[src/rtl/div_unit_if.sv]
// div_unit_if: operand/launch inputs and register-file writeback outputs of the divide unit
interface div_unit_if #(
  parameter int W      = 32,
  parameter int nu_reg = 5
);
  logic              start_i;
  logic [1:0]        op_i;
  logic [W-1:0]      rs1_data_i;
  logic [W-1:0]      rs2_data_i;
  logic [nu_reg-1:0] rd_addr_i;
  logic              flush_i;
  logic              busy_o;
  logic              wb_en_o;
  logic [nu_reg-1:0] wb_addr_o;
  logic [W-1:0]      wb_data_o;
  modport master (
    output start_i, op_i, rs1_data_i, rs2_data_i, rd_addr_i, flush_i,
    input  busy_o, wb_en_o, wb_addr_o, wb_data_o
  );
  modport slave (
    input  start_i, op_i, rs1_data_i, rs2_data_i, rd_addr_i, flush_i,
    output busy_o, wb_en_o, wb_addr_o, wb_data_o
  );
endinterface

[src/rtl/div_unit.sv]
// div_unit: multi-cycle RV32M DIV/DIVU/REM/REMU, radix-2 restoring, one quotient bit per cycle
module div_unit #(
  parameter int W      = 32,
  parameter int nu_reg = 5
) (
  input logic      clk_i,
  input logic      rst_ni,
  div_unit_if.slave bus
);
  typedef enum logic [1:0] {IDLE, CALC, DONE} state_e;
  state_e            state_q, state_d;
  logic [4:0]        cnt_q;
  logic [1:0]        op_q;
  logic [nu_reg-1:0] rd_q;
  logic              neg_q, sgn_q;
  logic [W-1:0]      dvd_q, dvs_q, rem_q, res_q;
  logic              signed_op, s1, s2, div0, ovf, ge, launch;
  logic [W:0]        sh;
  logic [W-1:0]      rem_n, quo_n, quo_f, rem_f;
  assign signed_op = ~bus.op_i[0];
  assign s1        = signed_op & bus.rs1_data_i[W-1];
  assign s2        = signed_op & bus.rs2_data_i[W-1];
  assign div0      = bus.rs2_data_i == '0;
  assign ovf       = signed_op && bus.rs1_data_i == {1'b1, {(W-1){1'b0}}} && bus.rs2_data_i == '1;
  assign launch    = state_q == IDLE && bus.start_i && !bus.flush_i;
  // dvd_q shifts out dividend bits on the left while quotient bits enter on the right
  assign sh    = {rem_q, dvd_q[W-1]};
  assign ge    = sh >= {1'b0, dvs_q};
  assign rem_n = ge ? sh[W-1:0] - dvs_q : sh[W-1:0];
  assign quo_n = {dvd_q[W-2:0], ge};
  assign quo_f = (neg_q && op_q == 2'b00) ? -quo_n : quo_n;
  assign rem_f = (sgn_q && op_q == 2'b10) ? -rem_n : rem_n;
  always_ff @(posedge clk_i or negedge rst_ni)
    if (!rst_ni) state_q <= IDLE;
    else         state_q <= state_d;
  always_comb begin
    state_d = state_q;
    if (bus.flush_i) state_d = IDLE;
    else if (state_q == IDLE && bus.start_i) state_d = (div0 || ovf) ? DONE : CALC;
    else if (state_q == CALC && cnt_q == 5'd31) state_d = DONE;
    else if (state_q == DONE) state_d = IDLE;
  end
  always_ff @(posedge clk_i or negedge rst_ni) begin
    if (!rst_ni) begin
      cnt_q <= '0;
      op_q  <= '0;
      rd_q  <= '0;
      neg_q <= 1'b0;
      sgn_q <= 1'b0;
      dvd_q <= '0;
      dvs_q <= '0;
      rem_q <= '0;
      res_q <= '0;
    end else if (launch) begin
      cnt_q <= '0;
      op_q  <= bus.op_i;
      rd_q  <= bus.rd_addr_i;
      neg_q <= s1 ^ s2;
      sgn_q <= s1;
      dvd_q <= s1 ? -bus.rs1_data_i : bus.rs1_data_i;
      dvs_q <= s2 ? -bus.rs2_data_i : bus.rs2_data_i;
      rem_q <= '0;
      if (div0)     res_q <= bus.op_i[1] ? bus.rs1_data_i : '1;
      else if (ovf) res_q <= bus.op_i[1] ? '0 : bus.rs1_data_i;
    end else if (state_q == CALC && !bus.flush_i) begin
      cnt_q <= cnt_q + 5'd1;
      rem_q <= rem_n;
      dvd_q <= quo_n;
      if (cnt_q == 5'd31) res_q <= op_q[1] ? rem_f : quo_f;
    end
  end
  assign bus.busy_o    = state_q != IDLE;
  assign bus.wb_en_o   = state_q == DONE && |rd_q && !bus.flush_i;
  assign bus.wb_addr_o = rd_q;
  assign bus.wb_data_o = res_q;
endmodule

[src/flat_wrapper.sv]
// flat-port wrapper written by rule: the top's interface ports become plain ports
module div_unit_flat 
#(
  parameter int W      = 32,
  parameter int nu_reg = 5
)
  (clk_i, rst_ni, bus_start_i, bus_op_i, bus_rs1_data_i, bus_rs2_data_i, bus_rd_addr_i, bus_flush_i, bus_busy_o, bus_wb_en_o, bus_wb_addr_o, bus_wb_data_o);
  div_unit_if #(.W(W), .nu_reg(nu_reg)) bus_i ();
  input logic clk_i;
  input logic rst_ni;
  input wire logic [$bits(bus_i.start_i)-1:0] bus_start_i;
  input wire logic [$bits(bus_i.op_i)-1:0] bus_op_i;
  input wire logic [$bits(bus_i.rs1_data_i)-1:0] bus_rs1_data_i;
  input wire logic [$bits(bus_i.rs2_data_i)-1:0] bus_rs2_data_i;
  input wire logic [$bits(bus_i.rd_addr_i)-1:0] bus_rd_addr_i;
  input wire logic [$bits(bus_i.flush_i)-1:0] bus_flush_i;
  output wire logic [$bits(bus_i.busy_o)-1:0] bus_busy_o;
  output wire logic [$bits(bus_i.wb_en_o)-1:0] bus_wb_en_o;
  output wire logic [$bits(bus_i.wb_addr_o)-1:0] bus_wb_addr_o;
  output wire logic [$bits(bus_i.wb_data_o)-1:0] bus_wb_data_o;
  assign bus_i.start_i = bus_start_i;
  assign bus_i.op_i = bus_op_i;
  assign bus_i.rs1_data_i = bus_rs1_data_i;
  assign bus_i.rs2_data_i = bus_rs2_data_i;
  assign bus_i.rd_addr_i = bus_rd_addr_i;
  assign bus_i.flush_i = bus_flush_i;
  assign bus_busy_o = bus_i.busy_o;
  assign bus_wb_en_o = bus_i.wb_en_o;
  assign bus_wb_addr_o = bus_i.wb_addr_o;
  assign bus_wb_data_o = bus_i.wb_data_o;
  div_unit #(.W(W), .nu_reg(nu_reg)) u_core (.clk_i(clk_i), .rst_ni(rst_ni), .bus(bus_i));
endmodule
[config.mk]
export PLATFORM = sky130hd
export DESIGN_NAME = div_unit_flat
export DESIGN_NICKNAME = d
export VERILOG_FILES = /design/src/rtl/div_unit_if.sv /design/src/rtl/div_unit.sv /design/src/flat_wrapper.sv
export SDC_FILE = /design/constraint.sdc
export NUM_CORES = 1
export LEC_CHECK = 0
export BUFFER_PORTS_ARGS = -buffer_cell sky130_fd_sc_hd__buf_2
export CORE_UTILIZATION = 51
export CTS_CLUSTER_SIZE = 30
export DETAILED_ROUTE_END_ITERATION = 10
export GPL_ROUTABILITY_DRIVEN = 0
export PLACE_DENSITY_LB_ADDON = 0.15
export SYNTH_ARGS = -nofsm -noshare
export SYNTH_HDL_FRONTEND = slang
export SYNTH_SLANG_ARGS = --single-unit
[constraint.sdc]
create_clock -name clk_i -period 6.1 [get_ports clk_i]
set_input_delay 0.61 -clock clk_i [delete_from_list [all_inputs] [get_ports clk_i]]
set_output_delay 0.61 -clock clk_i [all_outputs]
set_load 0.005 [all_outputs]
==> impl_metrics.yaml, run 1 <==
status:
  outcome: "finished clean"
pwr:
  ir_drop_uv: 157
  p_per_area_nw_per_um2: 287
  p_leak_uw: 0.00577
synth:
  synth-seq-cells: 144
  yosysWarnings: 0
  synth_cell_types: 93
  syn_nets: 1699
  yosys_most_used_dff: "dfrtp_1"
  synthCells: 1584
  synth_area_sq_um: 12200
  avgSynthCellArea_sq_um: 7.69
  ys_seq_area_frac: 0.296
  synthArstFlopShare: 1.00
  synth-edff-count: 0
clock_tree:
  numCtsBuffers: 17
  htreeDepth: 4
  clk_latency_ns: 0.44
  clkSinkCount: 144
  postCtsHoldBufs: 0
  cts_root_buffer: "clkbuf_16"
  cts-resized-gates: 0
  postCtsSetupRepairBufs: 0
  cts_tree: "yes"
  clkTransAtPathRegs_ns: 0.06
  clockBufferDepth: 2
timing:
  max-slew-margin-rel: 0.152
  period_minus_slack_ns: 5.57
  slew_viol_final: 0
  fin_tns_setup_ns: 0
  post-route-period-util: 0.914
  finalHoldViolCount: 0
  rsz0062_at_grt: "no"
  tightest_slew_ns: 1.27
  max_freq_mhz: 179
  skew_ns: 0.0153
  setup_viol: 0
global_route:
  track_usage: 0.320
  grt_max_degree: 95
  antenna_found_initial: 1
  grt_pass1_wl_mm: 61.0
  grt_pass1_vias: 11361
  overflow: 0
finish:
  area_delta_synth_final_pct: 10.4
  diodes: 0
  final_area_sq_um: 13400
  fin_nets: 1747
  drive_above_1_share: 0.133
critical_path:
  crit_buf_inv: 1
  worstSetupEndpointType: "flop"
  crit_chain: "ha_1 > a21oi_1 > o21ai_1 > and3_1 > o31ai_2 > a31oi_4 > inv_2 > nor2_1 > a21oi_1 > ha_1 > o211ai_1 > nor2_1 > nand3_1 > mux2i_1 > nand4_1 > nor4b_2 > nand4_1 > mux2_2 > a21oi_1"
  critPathMaxFanout: 21
  start_kind: "flop"
  cp.arrival_ns: 5.94
  slowest_delay_ns: 0.80
  critPathKind: "flop to flop"
  crit_family: "simple AND/OR/NAND/NOR gates"
  worst_ep_required_time_ns: 6.46
  cpMostUsedCell: "a21oi_1"
  slowest_stage: "nor4b_2"
floorplan:
  dieArea_sq_um: 24500
  die_x_microns: 157
  die_h_microns: 157
  core_sq_um: 23500
  ioPinCount: 114
  initial_core_util: 0.519
  rows: 56
detailed_routing:
  first_pass_iters: 6
  drc_errors: 0
  num_vias: 12217
  vias_per_cell: 6.22
  drtAntennaViolNets: 0
  dr.first_iter.drc_count: 1216
  wire_per_inst_microns: 19.6
  wl_mm: 38.5
placement:
  placed_area_sq_um: 12800
  portBuffers: 113
  dpl.hpwl_mm: 28.4
min_path:
  hold_path.class: "input port to async pin"
job:
  cap_violations: 0
==> sequential cells by signal (all words and copies together), names as in the netlist, 2 cells and up <==
register and flops:
u_core.bus.wb_addr_o 5, u_core.bus.wb_data_o 32, u_core.cnt_q 5, u_core.dvd_q 32
u_core.dvs_q 32, u_core.op_q 2, u_core.rem_q 32, u_core.state_q 2
==> routing by layer <==
layer  track usage  wire length (microns)  part of all wire  up-vias
met5             0                      0                 0        -
met1         0.438                  17000              0.44     5801
li1              -                      -                 -     5826
met2         0.505                  17600              0.46      511
met3        0.0523                   2750             0.071       79
met4         0.115                   1140             0.030        0
==> layout make-up <==
| type | count | area [sq um] |
|---|---|---|
| clock inverter | 12 | 156 |
| clock buffer | 19 | 443 |
| sequential | 144 | 3600 |
| inverter | 57 | 214 |
| tap | 319 | 399 |
| multi-input combinational | 1283 | 7940 |
| fill | 2251 | 10000 |
| timing repair buffer | 129 | 692 |
==> through the flow <==
step	total power [uW]	setup WS [ns]	std cells	utilization	hold slack, ns
final	3860	0.525	1963	0.573	0.201
after global routing	4080	0.0281	1963	0.573	0.260
after CTS	3850	0.592	1963	0.573	0.229
after detailed placement	2740	0.611	1932	0.547	0.461
after global placement	2710	0.699	1932	0.547	0.457
after floorplan	2270	1.09	1584	-	0.314
==> final timing paths <==
path / end / cells past startpoint / from / slack (ns)
max: u_core.bus.wb_data_o[28] / 19 / u_core.rem_q[7] / 0.53
min: u_core.bus.wb_data_o[1] / 1 / rst_ni / 0.20
max reg2reg: u_core.bus.wb_data_o[28] / 19 / u_core.rem_q[7] / 0.53
min reg2reg: u_core.bus.wb_data_o[3] / 2 / u_core.bus.wb_data_o[3] / 0.47
max in group asynchronous: u_core.rem_q[2] / 2 / rst_ni / 4.47
min in group clk_i: u_core.bus.wb_addr_o[1] / 3 / bus_rd_addr_i[1] / 0.36
==> synth_stat cells, drive strengths merged, types with 7 or more instances <==
master | n | area (sq um)
a211oi | 16 | 135
a21boi | 7 | 52.6
a21o | 13 | 98.9
a21oi | 108 | 559
a31oi | 52 | 340
and2 | 8 | 53.8
and3 | 7 | 43.8
buf | 27 | 174
clkbuf | 73 | 277
dfrtp | 144 | 3600
ha | 39 | 488
inv | 56 | 210
mux2 | 9 | 101
mux2i | 22 | 220
nand2 | 213 | 800
nand2b | 14 | 90.1
nand3 | 53 | 265
nand3b | 8 | 60.1
nand4 | 30 | 194
nor2 | 135 | 507
nor2b | 7 | 51.3
nor3 | 40 | 200
nor4 | 15 | 93.8
o211ai | 14 | 105
o21a | 10 | 75.1
o21ai | 168 | 841
o31ai | 30 | 230
o41ai | 12 | 105
or2 | 12 | 75.1
or3 | 18 | 120
or4 | 16 | 128
xnor2 | 57 | 499
xor2 | 67 | 587
==> cells in the final DEF, fill, tap and decap left out, types with 16 or more instances in the layout <==
master and count:
a21oi_1 105, a31oi_1 51, buf_2 112, buf_4 16
clkbuf_16 17, dfrtp_1 144, ha_1 39, inv_1 55
mux2i_1 22, nand2_1 212, nand3_1 53, nand4_1 29
nor2_1 134, nor3_1 40, o21ai_0 165, o31ai_1 29
xnor2_1 57, xor2_1 67
==> kinds of logic (layout without fill, tap and decap cells) <==
kind of cell | Yosys count | after routing | share of synthesized area
AOI/OAI and AO/OA | 493 | 493 | 0.258
xor gates and xnor gates | 124 | 124 | 0.0892
adders and majority gates | 40 | 40 | 0.0417
buffers and inverters | 157 | 217 | 0.0545
DFF | 144 | 144 | 0.296
muxes | 31 | 31 | 0.0264
and+or+nand+nor | 595 | 595 | 0.235
==> report_power, final <==
part,switching [uW],internal [uW],total [uW]
combinational,832,544,1380
clock,454,655,1110
sequential,209,1170,1380
(Power assumes the default switching activity.)
==> run 2, diff against run 1 <==
Settings changed: ABC_AREA from default to 1, MAX_ROUTING_LAYER from default to met4.
==> impl_metrics.yaml, run 2 <==
placement:
  placed_area_sq_um: 13900
  dpl.hpwl_mm: 32.9
  portBuffers: 113
synth:
  yosys_most_used_dff: "dfrtp_1"
  synth-seq-cells: 144
  synthMostInstantiatedCell: "nand2_1"
  synth-edff-count: 0
  synthArstFlopShare: 1.00
  synth_top_area_frac: 0.273
  synthCells: 2108
  ys_seq_area_frac: 0.273
  synthTopCellsByCount: "nand2_1 (595), inv_1 (273), o21ai_0 (201), nor2_1 (192), nand3_1 (146)"
  yosysWarnings: 0
  synth.area.top_cells: "dfrtp_1 (27%), nand2_1 (17%), inv_1 (7.8%)"
  synth_cell_types: 51
  avgSynthCellArea_sq_um: 6.25
  syn_nets: 2223
  synth_area_sq_um: 13200
  synth_top_area_cell: "dfrtp_1"
global_route:
  top_usage_layer: "met2"
  use_met2: 0.502
  track_usage: 0.347
  overflow: 0
  antenna_found_initial: 1
  use_met1: 0.483
  grt_pass1_wl_mm: 69.1
  grt_max_degree: 91
  use_met3: 0.0576
  grt_pass1_vias: 12895
finish:
  drive_above_1_share: 0.120
  mostFrequentLayoutCell: "nand2_1"
  fin_nets: 2288
  layout_common_cells: "nand2_1 (594), inv_1 (272), o21ai_0 (201)"
  ff_latch_area_sq_um: 3600
  final_area_sq_um: 14400
  nFillCells: 2508
  multi_input_area_sq_um: 8080
  area_delta_synth_final_pct: 9.55
critical_path:
  rr_endpoint: "u_core.bus.wb_data_o[24]"
  timing.rr.start: "u_core.rem_q[19]"
  crit_family: "simple AND/OR/NAND/NOR gates"
  reg2regPathDepth: 27
  cpMostUsedCell: "nand2_1"
  worst_ep_required_time_ns: 6.47
  slowest_stage: "dfrtp_1"
  start_kind: "flop"
  critPathKind: "flop to flop"
  slowest_delay_ns: 0.42
  crit_buf_inv: 4
  reg2reg_slack_ns: 1.56
  worstSetupEndpointType: "flop"
  critPathMaxFanout: 15
  cp.arrival_ns: 4.90
floorplan:
  core_sq_um: 25300
  die_h_microns: 163
  ioPinCount: 114
  initial_core_util: 0.522
  dieArea_sq_um: 26500
  die_x_microns: 163
  rows: 58
timing:
  max-slew-margin-rel: 0.200
  tightest_slew_ns: 1.19
  period_minus_slack_ns: 4.54
  fin_tns_setup_ns: 0
  finalHoldViolCount: 0
  post-route-period-util: 0.744
  max_freq_mhz: 220
  skew_ns: 0.0134
  timing.hold.ws_ns: 0.244
  setup_viol: 0
  slew_viol_final: 0
  rsz0062_at_grt: "no"
clock_tree:
  cts_root_buffer: "clkbuf_16"
  clk_latency_ns: 0.44
  clkSinkCount: 144
  numCtsBuffers: 17
  clkTransAtPathRegs_ns: 0.07
  clockBufferDepth: 2
  postCtsSetupRepairBufs: 0
  postCtsHoldBufs: 0
  cts-resized-gates: 0
  cts_tree: "yes"
  htreeDepth: 4
detailed_routing:
  first_pass_iters: 6
  vias_per_cell: 5.73
  wl_mm: 44.0
  drtAntennaViolNets: 0
  wire_per_inst_microns: 17.5
  dr.first_iter.drc_count: 1426
  drc_errors: 0
  num_vias: 14418
pwr:
  ir_drop_uv: 278
  p_leak_uw: 0.00736
  p_per_area_nw_per_um2: 567
min_path:
  hold_path.class: "input port to async pin"
job:
  cap_violations: 0
status:
  outcome: "finished clean"
## run 2: cell count changes in the layout (fill, tap and decap cells not counted), moves of 27 or more
cell     change
a31oi_1     -40
nand2_1    +382
o21ai_0     +36
nor2_1      +57
inv_1      +217
nand3_1     +93
xnor2_1     -34
xor2_1      -27
nand2_2     +29
## run 2: layer usage
layer	share of wire	vias up	wire length [microns]
met1	0.45	6652	19800
met4	0.034	0	1500
li1	-	6976	-
met3	0.089	96	3910
met5	0	-	0
met2	0.43	694	18800
## run 2: area by class of cell
cell class / instances / share of cell area
antenna: 1 / 0.000173
clock buffer: 17 / 0.0295
clock inverter: 15 / 0.0104
inverter: 285 / 0.0744
multi-input combinational: 1596 / 0.559
sequential: 144 / 0.250
tap: 330 / 0.0286
timing repair buffer: 129 / 0.0479
## run 2: power breakdown
group          internal (uW)  switching (uW)
sequential              1300             290
combinational           1700            3820
clock                    576             493
total                   3580            4600
## run 2: kinds of logic (layout without fill, tap and decap cells)
family | after synthesis | in the layout | synth area share
adder cells (fa/ha/maj) | 40 | 40 | 0.0385
buffers and inverters | 368 | 446 | 0.115
AND/OR/NAND/NOR | 1095 | 1095 | 0.362
flip-flops | 144 | 144 | 0.273
XOR/XNOR | 63 | 63 | 0.0419
other | 0 | 1 | 0
AO/OA/AOI/OAI | 398 | 398 | 0.169
## run 2: worst max-delay path by stage
| stage | startpoint | endpoint | slack, ns | cells after the start |
|---|---|---|---|---|
| after CTS | u_core.rem_q[19] | u_core.bus.wb_data_o[24] | 1.74 | 27 |
| final | u_core.rem_q[19] | u_core.bus.wb_data_o[24] | 1.56 | 27 |
| after global placement | bus_start_i | u_core.cnt_q[3] | 1.92 | 11 |
| after floorplan | u_core.rem_q[18] | u_core.bus.wb_data_o[20] | 2.63 | 29 |
| after detailed placement | u_core.rem_q[19] | u_core.bus.wb_data_o[24] | 1.84 | 27 |
| after global routing | u_core.rem_q[19] | u_core.bus.wb_data_o[24] | 1.21 | 27 |
## run 2: per-stage QoR
step,power (uW),util,worst slack (ns),instances
after floorplan,5590,-,2.63,2108
after CTS,8060,0.572,1.74,2516
final,8180,0.572,1.56,2517
after detailed placement,6970,0.549,1.84,2484
after global placement,6890,0.549,1.92,2484
after global routing,8870,0.572,1.21,2517
